$ cat config.mk
export PLATFORM = sky130hd
export DESIGN_NAME = decode_unit
export DESIGN_NICKNAME = d
export VERILOG_FILES = /design/src/rtl/decode_unit.sv
export SDC_FILE = /design/constraint.sdc
export NUM_CORES = 1
export LEC_CHECK = 0
export ABC_CLOCK_PERIOD_IN_PS = 800
export BUFFER_PORTS_ARGS = -buffer_cell sky130_fd_sc_hd__buf_4
export CORE_AREA = 3 3 40 42
export CTS_CLUSTER_DIAMETER = 120
export DETAILED_ROUTE_END_ITERATION = 7
export DIE_AREA = 0 0 43 45
export GPL_TIMING_DRIVEN = 0
export PLACE_DENSITY_LB_ADDON = 0.15
export SETUP_SLACK_MARGIN = 0.4
export SLEW_MARGIN = 20
export SYNTH_ARGS = -nofsm -noshare
export SYNTH_HDL_FRONTEND = slang
export SYNTH_SLANG_ARGS = --single-unit
$ cat constraint.sdc
create_clock -name clk -period 0.8 [get_ports clk]
set_input_delay 0 -clock clk [delete_from_list [all_inputs] [get_ports clk]]
set_output_delay 0 -clock clk [all_outputs]
set_load 0.1 [all_outputs]
$ cat src/rtl/decode_unit.sv
// Registered instruction decoder for the 8-bit accumulator CPU.
// Optional build macro: HALT_STICKY_EN (halt latches until clr).
module decode_unit (
    input  logic       clk,
    input  logic       clr,
    input  logic [7:0] IR,
    output logic       halt,
    output logic [1:0] op,
    output logic       selA,
    output logic       loadA,
    output logic       selB,
    output logic       loadB
);

    typedef enum logic [1:0] {
        OpPass = 2'd0,
        OpAddAB = 2'd1,
        OpAddAA = 2'd2,
        OpAddBB = 2'd3
    } alu_op_e;

    logic       halt_q, halt_d;
    logic [1:0] op_q, op_d;
    logic       sel_a_q, sel_a_d;
    logic       load_a_q, load_a_d;
    logic       sel_b_q, sel_b_d;
    logic       load_b_q, load_b_d;

    logic       add_dst_b;
    logic       add_src_b;

    assign add_dst_b = IR[4];
    assign add_src_b = IR[2];

    always_comb begin
        halt_d   = 1'b0;
        op_d     = OpPass;
        sel_a_d  = 1'b0;
        load_a_d = 1'b0;
        sel_b_d  = 1'b0;
        load_b_d = 1'b0;
`ifdef HALT_STICKY_EN
        if (halt_q) begin
            // Halted: IR is ignored and every control stays inactive until clr.
            halt_d = 1'b1;
        end else begin
`else
        begin
`endif
            unique case (IR[7:6])
                2'b00: load_a_d = 1'b1;
                2'b01: load_b_d = 1'b1;
                2'b10: begin
                    if (add_dst_b) begin
                        sel_b_d  = 1'b1;
                        load_b_d = 1'b1;
                    end else begin
                        sel_a_d  = 1'b1;
                        load_a_d = 1'b1;
                    end
                    if (add_dst_b != add_src_b) begin
                        op_d = OpAddAB;
                    end else if (add_dst_b) begin
                        op_d = OpAddBB;
                    end else begin
                        op_d = OpAddAA;
                    end
                end
                2'b11: halt_d = 1'b1;
                default: halt_d = 1'b0;
            endcase
        end
    end

    always_ff @(posedge clk or posedge clr) begin
        if (clr) begin
            halt_q   <= 1'b0;
            op_q     <= OpPass;
            sel_a_q  <= 1'b0;
            load_a_q <= 1'b0;
            sel_b_q  <= 1'b0;
            load_b_q <= 1'b0;
        end else begin
            halt_q   <= halt_d;
            op_q     <= op_d;
            sel_a_q  <= sel_a_d;
            load_a_q <= load_a_d;
            sel_b_q  <= sel_b_d;
            load_b_q <= load_b_d;
        end
    end

    assign halt  = halt_q;
    assign op    = op_q;
    assign selA  = sel_a_q;
    assign loadA = load_a_q;
    assign selB  = sel_b_q;
    assign loadB = load_b_q;

endmodule

==> flow_metrics.env, run 1 <==
export IMPL_hold_path_class="in2async"
export IMPL_power_frac_seq=0.393
export IMPL_initialDrtViolationCount=1
export IMPL_antenna_found_initial=0
export IMPL_finalCritPeriodShare=1.10
export IMPL_crit_type="reg2out"
export IMPL_switchingPower_uw=316
export IMPL_setup_violations=7
export IMPL_core_area_sq_mm=0.00128
export IMPL_outcome="complete, but fails checks"
export IMPL_fillers=109
export IMPL_combPwrFrac=0.316
export IMPL_leakagePower_uw=0.000286
export IMPL_internal_power_uw=701
export IMPL_die_x_um=43
export IMPL_stdcell_count=55
export IMPL_fin_nets=57
export IMPL_synth_edf_count=0
export IMPL_multi_input_area_sq_um=163
export IMPL_critPathCaptureType="output port"
export IMPL_ys_seq_elements=7
export IMPL_fp_dieArea_sq_mm=0.00194
export IMPL_ys_warn_count=0
export IMPL_fmax_mhz=1130
export IMPL_finalPower_uw=1020
export IMPL_io_pins=17
export IMPL_synthArstFlopShare=1.00
export IMPL_ys_seq_area_frac=0.558
export IMPL_final_seq_area_sq_um=201
export IMPL_start_util=0.244
export IMPL_yosysTopAreaCellShare=0.558
export IMPL_synth_nets=40
export IMPL_ant_nets=0
export IMPL_drc_errors=0
export IMPL_cts_tree="built"
export IMPL_synth_ff_type="dfrtp_1"
export IMPL_grt_max_degree=8
export IMPL_synth_area_sq_um=314
export IMPL_ys_types=8
export IMPL_syn_inst=24
export IMPL_slowest_stage="dfrtp_4"
export IMPL_slowest_delay_ns=0.47
export IMPL_routed_wl_um=432
export IMPL_crit_fanout=1
export IMPL_critical_path_cell_chain="buf_12"
export IMPL_rows=13
export IMPL_crit_family="flip-flops"
export IMPL_grt_pass1_wl_um=614
export IMPL_globalplace_congestion=0.631
export IMPL_cp_num_buf_inv=1
export IMPL_critPathLaunchType="flip-flop"
export IMPL_vias=200
export IMPL_die_y_um=45
export IMPL_grt_ovfl_total=0
export IMPL_synthTopCellsByArea="dfrtp_1 (56%), ha_1 (24%), inv_1 (6.0%)"
export IMPL_maxCapViolCount=0
export IMPL_synth_common_cells="dfrtp_1 (7), ha_1 (6), inv_1 (5)"
export IMPL_cts_root_buf="clkbuf_4"
export IMPL_rsz0062_at_grt="true"
export IMPL_clockPowerShare=0.291
export IMPL_hold_violations=8
export IMPL_numCtsBuffers=3
export IMPL_htreeDepth=1
export IMPL_power_density_mw_per_mm2=1580
export IMPL_antenna_cells=0
export IMPL_drt_wirelength_per_cell_um=7.85
export IMPL_tightest_slew_ns=0.235
export IMPL_slew_headroom=0.843
export IMPL_ir_worst_vdd_mv=0.522
export IMPL_portBuffers=12
export IMPL_hpwl_um=411
export IMPL_dr_pass1_iters=2
export IMPL_setup_ws_ns=-0.0830
export IMPL_whs_ns=-0.321
export IMPL_area_delta_synth_final_pct=104
export IMPL_fin_util=0.500
export IMPL_first_global_vias=187
export IMPL_violations="negative hold slack, negative setup slack"
export IMPL_vias_per_cell=3.64
export IMPL_cts_buffer_depth=2
export IMPL_synth_most_common_cell="dfrtp_1"
export IMPL_yosysTopAreaCell="dfrtp_1"
export IMPL_grt_total_usage=0.0495
export IMPL_cts_num_sinks=7
export IMPL_worstPathRequired_ns=0.80
export IMPL_syn_avg_cell_area_sq_um=13.1
export IMPL_final_max_slew_viol_count=0
export IMPL_period_minus_slack_ns=0.883
export IMPL_p_sw_frac=0.311
export IMPL_clk_pin_slew_ns=0.05
export IMPL_cp_arrival_ns=0.88
export IMPL_drive_above_1_share=0.750
export IMPL_dp_cells=51
## stage by stage
step	hold WS [ns]	setup WS [ns]	area, sq um	TNS [ns]
2_1_floorplan	-0.196	0.208	403	0
3_3_place_gp	-0.0669	0.0434	512	0
3_5_place_dp	-0.0618	0.0459	512	0
4_1_cts	-0.324	-0.0981	642	-0.676
5_1_grt	-0.309	-0.109	642	-0.746
6_report	-0.321	-0.0830	642	-0.574
## placed cells by master (no fill, tap or decap), drive strengths merged
cell / n
nor2b: 3
a21o: 1
ha: 6
clkbuf: 4
o21a: 1
dfrtp: 7
buf: 12
and2: 1
inv: 5
## state kept, by name, summed over array words and instances (netlist names)
| register | count |
|---|---|
| halt | 1 |
| op | 2 |
| selA | 1 |
| selB | 1 |
| loadB | 1 |
| loadA | 1 |
## what timing repair did
item | 4_1_cts | 5_1_grt
buffers inserted | 0 | 0
setup endpoints to repair | 9 | 9
resized for setup | 25 | 0
pin swaps | 1 | 0
endpoints found under the hold margin | 8 | 8
## final timing paths
path / startpoint / endpoint / slack (ns) / cells after the start
setup / recovery: selB / selB / -0.08 / 1
hold / removal: clr / selA / -0.32 / 2
max in group asynchronous: clr / halt / 0.90 / 2
min in group clk: IR[4] / selA / -0.04 / 2
## cells by family after synthesis
logic type      Yosys count  share of synthesized area
simple gates              4                     0.0956
buf+inv                   5                     0.0598
fa+ha+maj                 6                      0.239
flops                     7                      0.558
compound gates            2                     0.0478
## area by class of cell
type / count / area share
inverters: 5 / 0.0604
repair buffers: 12 / 0.302
multi-input cells: 12 / 0.253
clock buffers: 4 / 0.0409
flip-flops and latches: 7 / 0.314
well taps: 15 / 0.0292
## routing by layer
layer  vias to the layer above  track usage  routed length [um]
met5                         -            0                   0
met2                        10       0.0749                 246
li1                        103            -                   -
met3                         0            0                  48
met1                        87       0.0394                 137
met4                         0        0.108                   0
## power groups by stage
stage / logic [uW] / clock network [uW] / registers (uW)
after detailed placement: 268 / 0 / 396
after CTS: 325 / 313 / 400
after floorplan: 53.9 / 0 / 536
after global routing: 337 / 340 / 399
after global placement: 267 / 0 / 396
final: 322 / 296 / 400
No activity file was read; power rests on OpenSTA's default activity.
==> run 2, diff against run 1 <==
--- a/config.mk
+++ b/config.mk
@@ -5,7 +5,7 @@
 export SDC_FILE = /design/constraint.sdc
 export NUM_CORES = 1
 export LEC_CHECK = 0
-export ABC_CLOCK_PERIOD_IN_PS = 800
+export ABC_CLOCK_PERIOD_IN_PS = 1000
 export BUFFER_PORTS_ARGS = -buffer_cell sky130_fd_sc_hd__buf_4
 export CORE_AREA = 3 3 40 42
 export CTS_CLUSTER_DIAMETER = 120
==> constraint.sdc (replaced) <==
create_clock -name clk -period 1 [get_ports clk]
set_input_delay 0 -clock clk [delete_from_list [all_inputs] [get_ports clk]]
set_output_delay 0 -clock clk [all_outputs]
set_load 0.1 [all_outputs]
==> flow_metrics.env, run 2 (synthesis gave the netlist of run 1 again) <==
export IMPL_grt_pass1_wl_um=690
export IMPL_grt_total_usage=0.0511
export IMPL_drt_wirelength_per_cell_um=7.52
export IMPL_core_area_sq_mm=0.00128
export IMPL_die_y_um=45
export IMPL_grt_ovfl_total=0
export IMPL_tightest_slew_ns=0.242
export IMPL_cts_tree="built"
export IMPL_critPathLaunchType="flip-flop"
export IMPL_globalplace_congestion=0.644
export IMPL_cp_num_buf_inv=1
export IMPL_design_area_sq_um=593
export IMPL_post_place_ws_ns=0.265
export IMPL_setup_violations=0
export IMPL_cts_root_buf="clkbuf_4"
export IMPL_antenna_cells=0
export IMPL_worstPathRequired_ns=1.00
export IMPL_leakagePower_uw=0.000281
export IMPL_clk_pin_slew_ns=0.05
export IMPL_ant_nets=0
export IMPL_die_x_um=43
export IMPL_slew_headroom=0.839
export IMPL_fp_dieArea_sq_mm=0.00194
export IMPL_layout_common_cells="dfrtp_4 (7), buf_12 (7), buf_4 (5), inv_1 (4), ha_1 (4)"
export IMPL_cts_hold_buf=1
export IMPL_initialDrtViolationCount=0
export IMPL_fin_util=0.462
export IMPL_dr_pass1_iters=1
export IMPL_drive_above_1_share=0.659
export IMPL_area_delta_synth_final_pct=88.8
export IMPL_grt_max_degree=8
export IMPL_first_global_vias=191
export IMPL_crit_type="reg2out"
export IMPL_routed_wl_um=421
export IMPL_largest_reg_flops=2
export IMPL_period_minus_slack_ns=0.890
export IMPL_maxCapViolCount=0
export IMPL_drc_errors=0
export IMPL_cp_arrival_ns=0.89
export IMPL_io_pins=17
export IMPL_rows=13
export IMPL_hold_path_class="in2reg"
export IMPL_hold_violations=1
export IMPL_vias_per_cell=3.54
export IMPL_critical_path_cell_chain="buf_12"
export IMPL_setup_ws_ns=0.110
export IMPL_critPathCaptureType="output port"
export IMPL_vias=198
export IMPL_fin_tns_setup_ns=0
export IMPL_whs_ns=-0.0697
export IMPL_violations="negative hold slack"
export IMPL_cts_buffer_depth=2
export IMPL_fmax_mhz=1120
export IMPL_outcome="complete, but fails checks"
export IMPL_ir_worst_vdd_mv=0.363
export IMPL_crit_family="flip-flops"
export IMPL_crit_fanout=1
export IMPL_htreeDepth=1
export IMPL_portBuffers=12
export IMPL_cts_num_sinks=7
export IMPL_post_cts_buffers=0
export IMPL_start_util=0.244
export IMPL_antenna_found_initial=0
export IMPL_slowest_delay_ns=0.47
export IMPL_slowest_stage="dfrtp_4"
export IMPL_fin_nets=58
export IMPL_power_density_mw_per_mm2=1350
export IMPL_dpl_cell_area_sq_um=469
export IMPL_finalCritPeriodShare=0.890
export IMPL_rsz0062_at_grt="true"
export IMPL_numCtsBuffers=3
export IMPL_final_max_slew_viol_count=0
run 2: final timing paths:
path	start	end	slack [ns]	cells after the start
min	IR[4]	selA	-0.07	2
max	loadB	loadB	0.11	1
min in group asynchronous	clr	loadA	0.23	3
max in group asynchronous	clr	op[0]	0.55	3
run 2: metrics by stage:
step / total power, uW / std cells
4_1_cts: 814 / 56
2_1_floorplan: 463 / 24
3_3_place_gp: 513 / 51
3_5_place_dp: 515 / 51
5_1_grt: 850 / 56
6_report: 801 / 56
run 2: layout make-up:
cell class | count | area, sq um
clock buffer | 4 | 26.3
fill | 108 | 692
inverter | 5 | 18.8
multi-input combinational | 12 | 140
sequential | 7 | 201
tap | 15 | 18.8
timing repair buffer | 13 | 188
run 2: per-layer routing:
| layer | part of all wire | track usage | wire length (um) | vias up |
|---|---|---|---|---|
| li1 | - | - | - | 105 |
| met1 | 0.37 | 0.0516 | 154 | 78 |
| met2 | 0.46 | 0.0719 | 194 | 13 |
| met3 | 0.13 | 0.00398 | 56 | 2 |
| met4 | 0.036 | 0.0904 | 15 | 0 |
| met5 | 0 | 0 | 0 | - |
run 2: where the power goes:
group / internal, uW / switching (uW) / total, uW
registers: 308 / 11.6 / 320
clock network: 152 / 93.1 / 245
logic: 91.1 / 146 / 237
total: 551 / 250 / 801
run 2: timing repair:
| item | in CTS | in global routing |
|---|---|---|
| resized for setup | 21 | 0 |
| pin swaps | 0 | 0 |
| setup endpoints to repair | 7 | 7 |
| hold endpoints to repair | 8 | 1 |
